`config.mk`:
```
export PLATFORM = sky130hd
export DESIGN_NAME = alu_share_arb
export DESIGN_NICKNAME = d
export VERILOG_FILES = /design/src/rtl/alu_share_arb_pkg.sv /design/src/rtl/alu_share_arb_alu.sv /design/src/rtl/alu_share_arb.sv
export SDC_FILE = /design/constraint.sdc
export NUM_CORES = 1
export LEC_CHECK = 0
export BUFFER_PORTS_ARGS = -buffer_cell sky130_fd_sc_hd__clkbuf_2
export CAP_MARGIN = 20
export CORE_ASPECT_RATIO = 0.75
export CORE_MARGIN = 3
export CORE_UTILIZATION = 50
export DETAILED_ROUTE_END_ITERATION = 7
export GPL_ROUTABILITY_DRIVEN = 0
export GPL_TIMING_DRIVEN = 1
export HOLD_SLACK_MARGIN = 0.08
export PLACE_DENSITY = 0.73
export SYNTH_ARGS = -nofsm -noshare
export SYNTH_HDL_FRONTEND = slang
export SYNTH_SLANG_ARGS = --single-unit
```
`constraint.sdc`:
```
create_clock -name clk -period 9.15 [get_ports clk]
set_input_delay 0.4575 -clock clk [delete_from_list [all_inputs] [get_ports clk]]
set_output_delay 0.4575 -clock clk [all_outputs]
set_load 0.01 [all_outputs]
```
`src/rtl/alu_share_arb_pkg.sv`:
```
// Shared constants, FSM encoding and payload type for the two-requester ALU arbiter.
package alu_share_arb_pkg;

  localparam int unsigned DATA_W  = 32;
  localparam int unsigned CTRL_W  = 4;
  localparam int unsigned NUM_REQ = 2;

  // ALU operation codes
  localparam logic [CTRL_W-1:0] OP_AND  = 4'd0;
  localparam logic [CTRL_W-1:0] OP_OR   = 4'd1;
  localparam logic [CTRL_W-1:0] OP_ADD  = 4'd2;
  localparam logic [CTRL_W-1:0] OP_SUB  = 4'd3;
  localparam logic [CTRL_W-1:0] OP_SLTU = 4'd4;
  localparam logic [CTRL_W-1:0] OP_NOR  = 4'd5;

  // First code that has no ALU meaning; everything from here up is illegal
  localparam logic [CTRL_W-1:0] OP_ILLEGAL_MIN = 4'd6;

  typedef enum logic [1:0] {
    IDLE = 2'd0,
    EXEC = 2'd1,
    RESP = 2'd2
  } state_t;

  // Operation captured on a request handshake
  typedef struct packed {
    logic [DATA_W-1:0] a;
    logic [DATA_W-1:0] b;
    logic [CTRL_W-1:0] ctrl;
  } op_t;

  function automatic logic op_illegal(input logic [CTRL_W-1:0] ctrl);
    return (ctrl >= OP_ILLEGAL_MIN);
  endfunction

endpackage

```
`src/rtl/alu_share_arb_alu.sv`:
```
// Existing 32-bit combinational ALU: and, or, add, sub, unsigned less-than, nor.
module alu
  import alu_share_arb_pkg::*;
(
  input  logic [DATA_W-1:0] a,
  input  logic [DATA_W-1:0] b,
  input  logic [CTRL_W-1:0] ctrl,
  output logic [DATA_W-1:0] res_c,
  output logic              zero_c
);

  // Operation select; arithmetic wraps modulo 2^32, unknown codes yield zero
  always_comb begin
    res_c = '0;
    case (ctrl)
      OP_AND:  res_c = a & b;
      OP_OR:   res_c = a | b;
      OP_ADD:  res_c = a + b;
      OP_SUB:  res_c = a - b;
      OP_SLTU: res_c = DATA_W'(a < b);
      OP_NOR:  res_c = ~(a | b);
      default: res_c = '0;
    endcase
    zero_c = (res_c == '0);
  end

endmodule

```
`src/rtl/alu_share_arb.sv`:
```
// Round-robin arbiter sharing one ALU between two requesters (IDLE -> EXEC -> RESP).
module alu_share_arb
  import alu_share_arb_pkg::*;
#(
  parameter logic RR_INIT = 1'b0
)
(
  input  logic                clk,
  input  logic                rst,
  input  logic [NUM_REQ-1:0]  req_valid,
  output logic [NUM_REQ-1:0]  req_ready,
  input  logic [DATA_W-1:0]   req_a0,
  input  logic [DATA_W-1:0]   req_b0,
  input  logic [DATA_W-1:0]   req_a1,
  input  logic [DATA_W-1:0]   req_b1,
  input  logic [CTRL_W-1:0]   req_ctrl0,
  input  logic [CTRL_W-1:0]   req_ctrl1,
  output logic [NUM_REQ-1:0]  rsp_valid,
  input  logic [NUM_REQ-1:0]  rsp_ready,
  output logic [DATA_W-1:0]   rsp_res,
  output logic                rsp_zero,
  output logic                rsp_err,
  output logic                busy
);

  state_t              state_q;
  logic                ptr_q;
  logic                gnt_q;
  op_t                 op_q;
  logic [NUM_REQ-1:0]  rsp_valid_q;
  logic [DATA_W-1:0]   rsp_res_q;
  logic                rsp_zero_q;
  logic                rsp_err_q;
  logic                busy_q;

  logic                gnt_c;
  logic                req_hs_c;
  op_t                 op_in_c;
  logic [DATA_W-1:0]   alu_res_c;
  logic                alu_zero_c;

  // Grant choice: a lone requester wins outright, a tie goes to the pointer
  always_comb begin
    gnt_c = ptr_q;
    if (req_valid == 2'b01) begin
      gnt_c = 1'b0;
    end else if (req_valid == 2'b10) begin
      gnt_c = 1'b1;
    end
    req_ready = '0;
    if (!rst && (state_q == IDLE) && (req_valid != '0)) begin
      req_ready[gnt_c] = 1'b1;
    end
    req_hs_c = |(req_valid & req_ready);
  end

  // Operand mux feeding the capture register
  always_comb begin
    op_in_c = '0;
    if (gnt_c) begin
      op_in_c.a    = req_a1;
      op_in_c.b    = req_b1;
      op_in_c.ctrl = req_ctrl1;
    end else begin
      op_in_c.a    = req_a0;
      op_in_c.b    = req_b0;
      op_in_c.ctrl = req_ctrl0;
    end
  end

  alu u_alu (
    .a      (op_q.a),
    .b      (op_q.b),
    .ctrl   (op_q.ctrl),
    .res_c  (alu_res_c),
    .zero_c (alu_zero_c)
  );

  // FSM, capture registers and registered response outputs
  always_ff @(posedge clk) begin
    if (rst) begin
      state_q     <= IDLE;
      ptr_q       <= RR_INIT;
      gnt_q       <= 1'b0;
      op_q        <= '0;
      rsp_valid_q <= '0;
      rsp_res_q   <= '0;
      rsp_zero_q  <= 1'b0;
      rsp_err_q   <= 1'b0;
      busy_q      <= 1'b0;
    end else begin
      case (state_q)
        IDLE: begin
          if (req_hs_c) begin
            op_q    <= op_in_c;
            gnt_q   <= gnt_c;
            state_q <= EXEC;
            busy_q  <= 1'b1;
          end
        end
        EXEC: begin
          state_q     <= RESP;
          rsp_valid_q <= gnt_q ? 2'b10 : 2'b01;
          // Illegal codes bypass the ALU so the result is a defined constant
          if (op_illegal(op_q.ctrl)) begin
            rsp_res_q  <= '0;
            rsp_zero_q <= 1'b1;
            rsp_err_q  <= 1'b1;
          end else begin
            rsp_res_q  <= alu_res_c;
            rsp_zero_q <= alu_zero_c;
            rsp_err_q  <= 1'b0;
          end
        end
        RESP: begin
          if (rsp_ready[gnt_q]) begin
            state_q     <= IDLE;
            rsp_valid_q <= '0;
            busy_q      <= 1'b0;
            ptr_q       <= ~gnt_q;
          end
        end
        default: begin
          state_q     <= IDLE;
          rsp_valid_q <= '0;
          busy_q      <= 1'b0;
        end
      endcase
    end
  end

  assign rsp_valid = rsp_valid_q;
  assign rsp_res   = rsp_res_q;
  assign rsp_zero  = rsp_zero_q;
  assign rsp_err   = rsp_err_q;
  assign busy      = busy_q;

endmodule

```
==> flow_summary.json, run 1 <==
{
  "outcome": "finished, final reports clean",
  "synth.area.top_cells": "dfxtp_1 (22%), ha_1 (13%), a211oi_1 (7.7%), mux2i_1 (7.2%), nor2_1 (7.1%)",
  "ys_warn_count": 0,
  "worst_setup_path_end_kind": "flop",
  "drc": 0,
  "ys_seq_area_share_pct": 22.4,
  "start_util_pct": 51.9,
  "cellPowerDensity_mw_per_mm2": 178,
  "yosys.area.top_type": "dfxtp_1",
  "grt_start_max_net_pins": 82,
  "holdBufCountCts": 0,
  "cts_resized": 0,
  "power_mw": 1.96,
  "post_cts_buffers": 0,
  "grt_pass1_wl_microns": 44400,
  "avgSynthCellArea_sq_um": 7.84,
  "nNetsFinal": 1602,
  "finalNonFillerCells": 1606,
  "clkTransAtPathRegs_ns": 0.09,
  "worstHoldPathCells": 2,
  "power.leakage_nw": 4.64,
  "rsz0062_at_grt": "no",
  "ys_ff_latch": 109,
  "vias": 9420,
  "hold_ws_ns": 0.309,
  "ff2ff_path_depth": 15,
  "antenna_left": 0,
  "placedCellCount": 1590,
  "drtIter0Drc": 972,
  "min_path_type": "in -> reg",
  "start_kind": "flop",
  "drive_gt1_share_pct": 17.6,
  "holdPathEnd": "ptr_q",
  "wirelength_microns": 27300,
  "fin_tns_setup_ns": 0,
  "die_h_microns": 127,
  "holdCritStartpoint": "rsp_ready[1]",
  "ys_async_sr_fraction_pct": 0,
  "die_x_microns": 167,
  "core_sq_mm": 0.0188,
  "post_drt_via_cell_ratio": 5.87,
  "diodes": 0,
  "cts_buffer_depth": 2,
  "grt_use_total_pct": 25.1,
  "reg2reg_from": "op_q[36]",
  "fin_util_pct": 58.5,
  "final_common_cell": "nor2_1",
  "dieArea_sq_mm": 0.0212,
  "max_freq_mhz": 250,
  "worst_slew_pin_slew_ns": 0.969,
  "max_cap_viol_count": 0,
  "hold_viol_final": 0,
  "post-route-period-util_pct": 43.6,
  "synth_top_area_share_pct": 22.4,
  "peakVddDrop_v": 0.000108,
  "root_buffer": "clkbuf_16",
  "floorplan.rows": 43,
  "mostFrequentLayoutCells": "nor2_1 (184), clkbuf_2 (179), dfxtp_1 (107)",
  "final_cell_area_sq_mm": 0.0110,
  "path_max_fanout": 4,
  "setup_viol_count_final": 0,
  "skew_ns": 0.0122,
  "syn_area_sq_mm": 0.00974,
  "dp.final_hpwl_microns": 20900,
  "io_buffers": 180,
  "wl_per_cell_microns": 17.0,
  "syn_inst": 1242,
  "gr-total-overflow": 0,
  "fin_ws_ns": 5.16,
  "clk_latency_ns": 0.37,
  "io_pins": 181,
  "cp_cell_sequence": "inv_1 -> ha_1 -> fa_1 -> o21bai_1 -> o2111ai_1 -> a2111oi_4 -> nor3_1 -> o32a_1 -> o21ai_1 -> a221oi_1 -> xnor2_1 -> o22ai_1 -> nor4_2 -> nand4_1 -> o31ai_2",
  "place_area_sq_mm": 0.0107,
  "r2r-end": "rsp_zero",
  "synth_cell_type_count": 76,
  "drt-pass1-iter-count": 7,
  "final_max_slew_viol_count": 0,
  "cts_buffers": 9,
  "htreeDepth": 3,
  "area_delta_synth_final_pct": 12.8,
  "r2r_slack_ns": 5.16,
  "synth_top_flop_cell": "dfxtp_1",
  "crit_slowest_cell": "a2111oi_4",
  "cp_data_required_time_ns": 9.44,
  "synth_edf_count": 0,
  "critical-path-max-stage-delay_ns": 0.50,
  "crit_arrival_ns": 4.29,
  "numClockSinks": 109,
  "synth_fp_nets": 1490,
  "crit_type": "reg -> reg",
  "grt_pass1_vias": 8537,
  "finalCriticalPeriod_ns": 3.99,
  "antenna_found_initial": 0,
  "cts_tree": "yes",
  "dp_slack_ns": 5.24,
  "slew-limit-headroom_pct": 35.3
}
## power by group
part / switching, mW / leakage (nW) / total, mW / internal [mW]
Sequential: 0.0521 / 0.903 / 0.583 / 0.531
Clock: 0.210 / 0.148 / 0.404 / 0.194
Combinational: 0.599 / 3.59 / 0.969 / 0.370
## how the worst max path moves through the flow
stage | slack, ns | end | cells past startpoint | start
2_1_floorplan | 5.86 | rsp_zero | 15 | op_q[36]
3_3_place_gp | 5.31 | rsp_zero | 14 | op_q[0]
3_5_place_dp | 5.24 | rsp_zero | 14 | op_q[0]
4_1_cts | 5.22 | rsp_zero | 14 | op_q[0]
5_1_grt | 4.83 | rsp_zero | 14 | op_q[0]
6_report | 5.16 | rsp_zero | 15 | op_q[36]
## Yosys cell counts, types with 6 or more instances
library cell	number
buf_2	11
buf_1	13
a211oi_1	100
dfxtp_1	109
or2_2	7
o211ai_1	13
o22ai_1	9
nor3_1	30
a21oi_1	84
o21ai_0	27
clkbuf_1	62
a31oi_1	6
or3_1	8
a221oi_1	8
nand4_1	10
nand3_1	10
a21o_1	8
nor2_1	185
mux2i_1	70
xnor2_1	55
o21a_1	9
o31ai_1	10
nand2b_1	11
nor4_1	7
nand2_1	35
nor2b_1	12
ha_1	104
o21bai_1	10
a22oi_1	33
inv_1	93
## sequential cells by signal, summed over array words and instances, names as in the netlist
signal and cells:
gnt_q 1, op_q 68, ptr_q 1, rsp_err 1, rsp_valid 2, rsp_zero 1, busy 1, rsp_res 32
state_q 2
## layout make-up
cell class,instances,area (sq um)
clock buffer,9,225
clock inverter,7,75.1
fill,1751,7790
inverter,93,349
multi-input combinational,952,6870
sequential,109,2180
tap,247,309
timing repair buffer,189,971
## logic make-up (layout without fill, tap and decap cells)
kind of cell | Yosys count | in the layout | share of synthesized area [%]
AO/OA/AOI/OAI | 373 | 373 | 27.4
AND/OR/NAND/NOR | 341 | 341 | 16.3
buffers and inverters | 181 | 298 | 7.23
flip-flops | 109 | 109 | 22.4
adder cells (fa/ha/maj) | 107 | 107 | 13.9
multiplexers | 71 | 71 | 7.31
XOR/XNOR | 60 | 60 | 5.40
## layer usage
| layer | up-vias | share of wire, % | global-route usage, % | wire (microns) |
|---|---|---|---|---|
| met2 | 481 | 39 | 34.7 | 10600 |
| met5 | - | 0 | 0 | 0 |
| met3 | 35 | 12 | 8.22 | 3240 |
| met4 | 0 | 1.1 | 4.47 | 297 |
| met1 | 4214 | 48 | 38.1 | 13200 |
| li1 | 4690 | - | - | - |
## worst max-delay path, delay by kind of cell (launching register included)
family	cells	cell delay (ns)
buffers and inverters	1	0.09
and+or+nand+nor	3	0.65
AOI/OAI and AO/OA	8	2.07
adders and majority gates	2	0.59
DFF	1	0.37
xor gates and xnor gates	1	0.16
Note: power is estimated with default switching activity, not from simulation.
==> inputs of run 2 (changes only) <==
- ABC_AREA: unset -> 1
- PLACE_DENSITY: 0.73 -> 0.75
- clock period: 9.15 -> 3.65 ns (I/O delays scaled with it)
==> flow_summary.json, run 2 <==
{
  "cp-endpoint": "rsp_zero",
  "switchingPower_mw": 2.08,
  "clk_latency_ns": 0.38,
  "peakVddDrop_v": 0.000277,
  "synth.most_common_cell": "nand2_1",
  "synth_top_area_share_pct": 22.6,
  "swShare_pct": 45.5,
  "seqCellArea_sq_mm": 0.00218,
  "post-route-period-util_pct": 92.6,
  "final_common_cell": "nand2_1",
  "htreeDepth": 3,
  "vias": 13671,
  "worstSetupStartpoint": "op_q[4]",
  "outcome": "finished, final reports clean",
  "syn_area_sq_mm": 0.0111,
  "yosys.area.top_type": "nand2_1",
  "final_cell_area_sq_mm": 0.0135,
  "r2r_slack_ns": 0.27,
  "clkTransAtPathRegs_ns": 0.09,
  "cp_data_required_time_ns": 3.95,
  "synth_fp_nets": 2189,
  "placedCellCount": 2344,
  "place_area_sq_mm": 0.0121,
  "syn_inst": 1941,
  "avgSynthCellArea_sq_um": 5.73,
  "cts_buffer_depth": 2,
  "p_comb_share_pct": 45.8,
  "mostFrequentLayoutCells": "nand2_1 (669), inv_1 (340), nor2_1 (182)",
  "floorplan.rows": 46,
  "drive_gt1_share_pct": 11.8,
  "ys_async_sr_fraction_pct": 0,
  "grt_start_max_net_pins": 92,
  "use_met2_pct": 48.4,
  "worst_setup_path_end_kind": "flop",
  "largest_register_ffs": 68,
  "wl_per_cell_microns": 17.0,
  "ys_ff_latch": 109,
  "nNetsFinal": 2426,
  "rsz0062_at_grt": "no",
  "core_sq_mm": 0.0215,
  "synth_edf_count": 0,
  "worst_slew_pin_slew_ns": 0.996,
  "antenna_found_initial": 1,
  "fin_util_pct": 62.7,
  "use_met3_pct": 13.1,
  "max_cap_viol_count": 0,
  "regMostFlops": "op_q",
  "die_h_microns": 135,
  "antenna_left": 0,
  "start_util_pct": 51.7,
  "synth_common_cells": "nand2_1 (669), inv_1 (340), nor2_1 (184)",
  "setup_viol_count_final": 0,
  "met1_usage_pct": 49.0,
  "drc": 0,
  "power_frac_clock_pct": 23.6,
  "cts_tree": "yes",
  "power_frac_seq_pct": 30.6,
  "io_pins": 181,
  "multiInputGateArea_sq_mm": 0.00720,
  "hold_viol_final": 0,
  "fin_tns_setup_ns": 0,
  "synth.area.top_cells": "nand2_1 (23%), dfxtp_1 (20%), ha_1 (12%), inv_1 (11%), nor2_1 (6.2%)",
  "synth_top_flop_cell": "dfxtp_1",
  "crit_arrival_ns": 3.68,
  "grt_pass1_wl_microns": 65300,
  "finalNonFillerCells": 2472,
  "finalCriticalPeriod_ns": 3.38,
  "intPower_mw": 2.49,
  "ys_warn_count": 0,
  "ff2ff_path_depth": 18,
  "dieArea_sq_mm": 0.0241,
  "start_kind": "flop",
  "min_path_type": "in -> reg",
  "root_buffer": "clkbuf_16",
  "numClockSinks": 109,
  "wirelength_microns": 42000,
  "slew-limit-headroom_pct": 33.6,
  "r2r-end": "rsp_zero",
  "power_mw": 4.57,
  "ys_seq_area_share_pct": 19.6,
  "cts_buffers": 9,
  "grt_pass1_vias": 12461,
  "post_drt_via_cell_ratio": 5.53,
  "drtIter0Drc": 1763,
  "dp.final_hpwl_microns": 32200,
  "grt_use_total_pct": 34.5,
  "drt-pass1-iter-count": 8,
  "power.leakage_nw": 7.26,
  "die_x_microns": 178,
  "fillers": 2007,
  "skew_ns": 0.0140,
  "synth_cell_type_count": 41,
  "crit_type": "reg -> reg",
  "final_max_slew_viol_count": 0,
  "area_delta_synth_final_pct": 21.3,
  "cellPowerDensity_mw_per_mm2": 339,
  "max_freq_mhz": 296,
  "reg2reg_from": "op_q[4]",
  "gr-total-overflow": 0,
  "path_max_fanout": 5,
  "io_buffers": 180,
  "busiest_layer": "met1"
}
==> run 2: cell count changes after synthesis, sizes merged, moves of 20 or more <==
| cell | delta |
|---|---|
| nand2 | +639 |
| inv | +256 |
| nand3 | +134 |
| a211oi | -97 |
| mux2i | -70 |
| a31oi | +63 |
| xnor2 | -55 |
| a21oi | -33 |
| a22oi | -33 |
| clkbuf | -21 |
| a221oi | +20 |
| o21ai | +20 |
==> run 2: critical path, stage by stage (launching register included) <==
cell     delay [ns]
dfxtp_1        0.45
ha_1           0.38
inv_1          0.10
fa_1           0.41
inv_1          0.16
nand3_1        0.12
nand3_1        0.14
nand3_1        0.10
nand3_1        0.19
nand2_1        0.08
nand3_1        0.08
nand2_1        0.06
nor2_1         0.28
nand2_1        0.09
nor2_1         0.24
nand2_1        0.08
nor2_1         0.13
nand3_1        0.09
a21oi_1        0.11
==> run 2: worst min path at each step <==
stage / startpoint / endpoint / slack [ns] / cells past startpoint
after floorplan: rst / state_q[0] / 0.29 / 1
after detailed placement: rsp_ready[1] / ptr_q / 0.41 / 2
final: req_a0[20] / op_q[56] / 0.07 / 3
after global routing: req_a0[31] / op_q[67] / 0.09 / 3
after CTS: req_a0[31] / op_q[67] / 0.08 / 3
after global placement: rsp_ready[1] / ptr_q / 0.40 / 2
==> run 2: final cells by class <==
| cell class | instances | area share (%) |
|---|---|---|
| Antenna cell | 1 | 0.0185 |
| Clock buffer | 9 | 1.67 |
| Clock inverter | 7 | 0.621 |
| Inverter | 350 | 9.73 |
| Multi-Input combinational cell | 1403 | 53.3 |
| Sequential cell | 109 | 16.2 |
| Tap cell | 288 | 2.67 |
| Timing Repair Buffer | 305 | 15.8 |
==> run 2: timing repair <==
item                                   CTS  global route
setup endpoints to repair                0             1
buffers inserted                         0             0
resized for setup                        0             1
endpoints found under the hold margin   60             0
hold buffers                           110             0
==> run 2: cells by family (layout without fill, tap and decap cells) <==
group | after synthesis | in the layout | synth area share (%)
and+or+nand+nor | 1068 | 1068 | 39.7
buffers and inverters | 429 | 671 | 15.8
AOI/OAI and AO/OA | 228 | 228 | 12.7
DFF | 109 | 109 | 19.6
adders and majority gates | 106 | 106 | 12.1
xor gates and xnor gates | 1 | 1 | 0.0787
other | 0 | 1 | 0
==> run 2: power groups by stage <==
stage,logic [mW],registers [mW],clock network (mW)
final,2.09,1.40,1.08
after global routing,2.31,1.41,1.11
after CTS,2.00,1.39,1.07
after detailed placement,1.89,1.42,0
after global placement,1.86,1.41,0
after floorplan,1.35,1.40,0
==> run 2: per-layer routing <==
| metal | up-vias | routed length [microns] |
|---|---|---|
| met5 | - | 0 |
| met1 | 6123 | 17400 |
| met4 | 0 | 1190 |
| li1 | 6527 | - |
| met2 | 913 | 16600 |
| met3 | 108 | 6780 |
==> run 2: metrics by stage <==
stage               hold slack, ns  setup slack (ns)
floorplan                    0.285              1.37
global placement             0.404             0.468
detailed placement           0.414             0.448
CTS                         0.0808             0.391
global route                0.0928            0.0886
finish                      0.0655             0.271
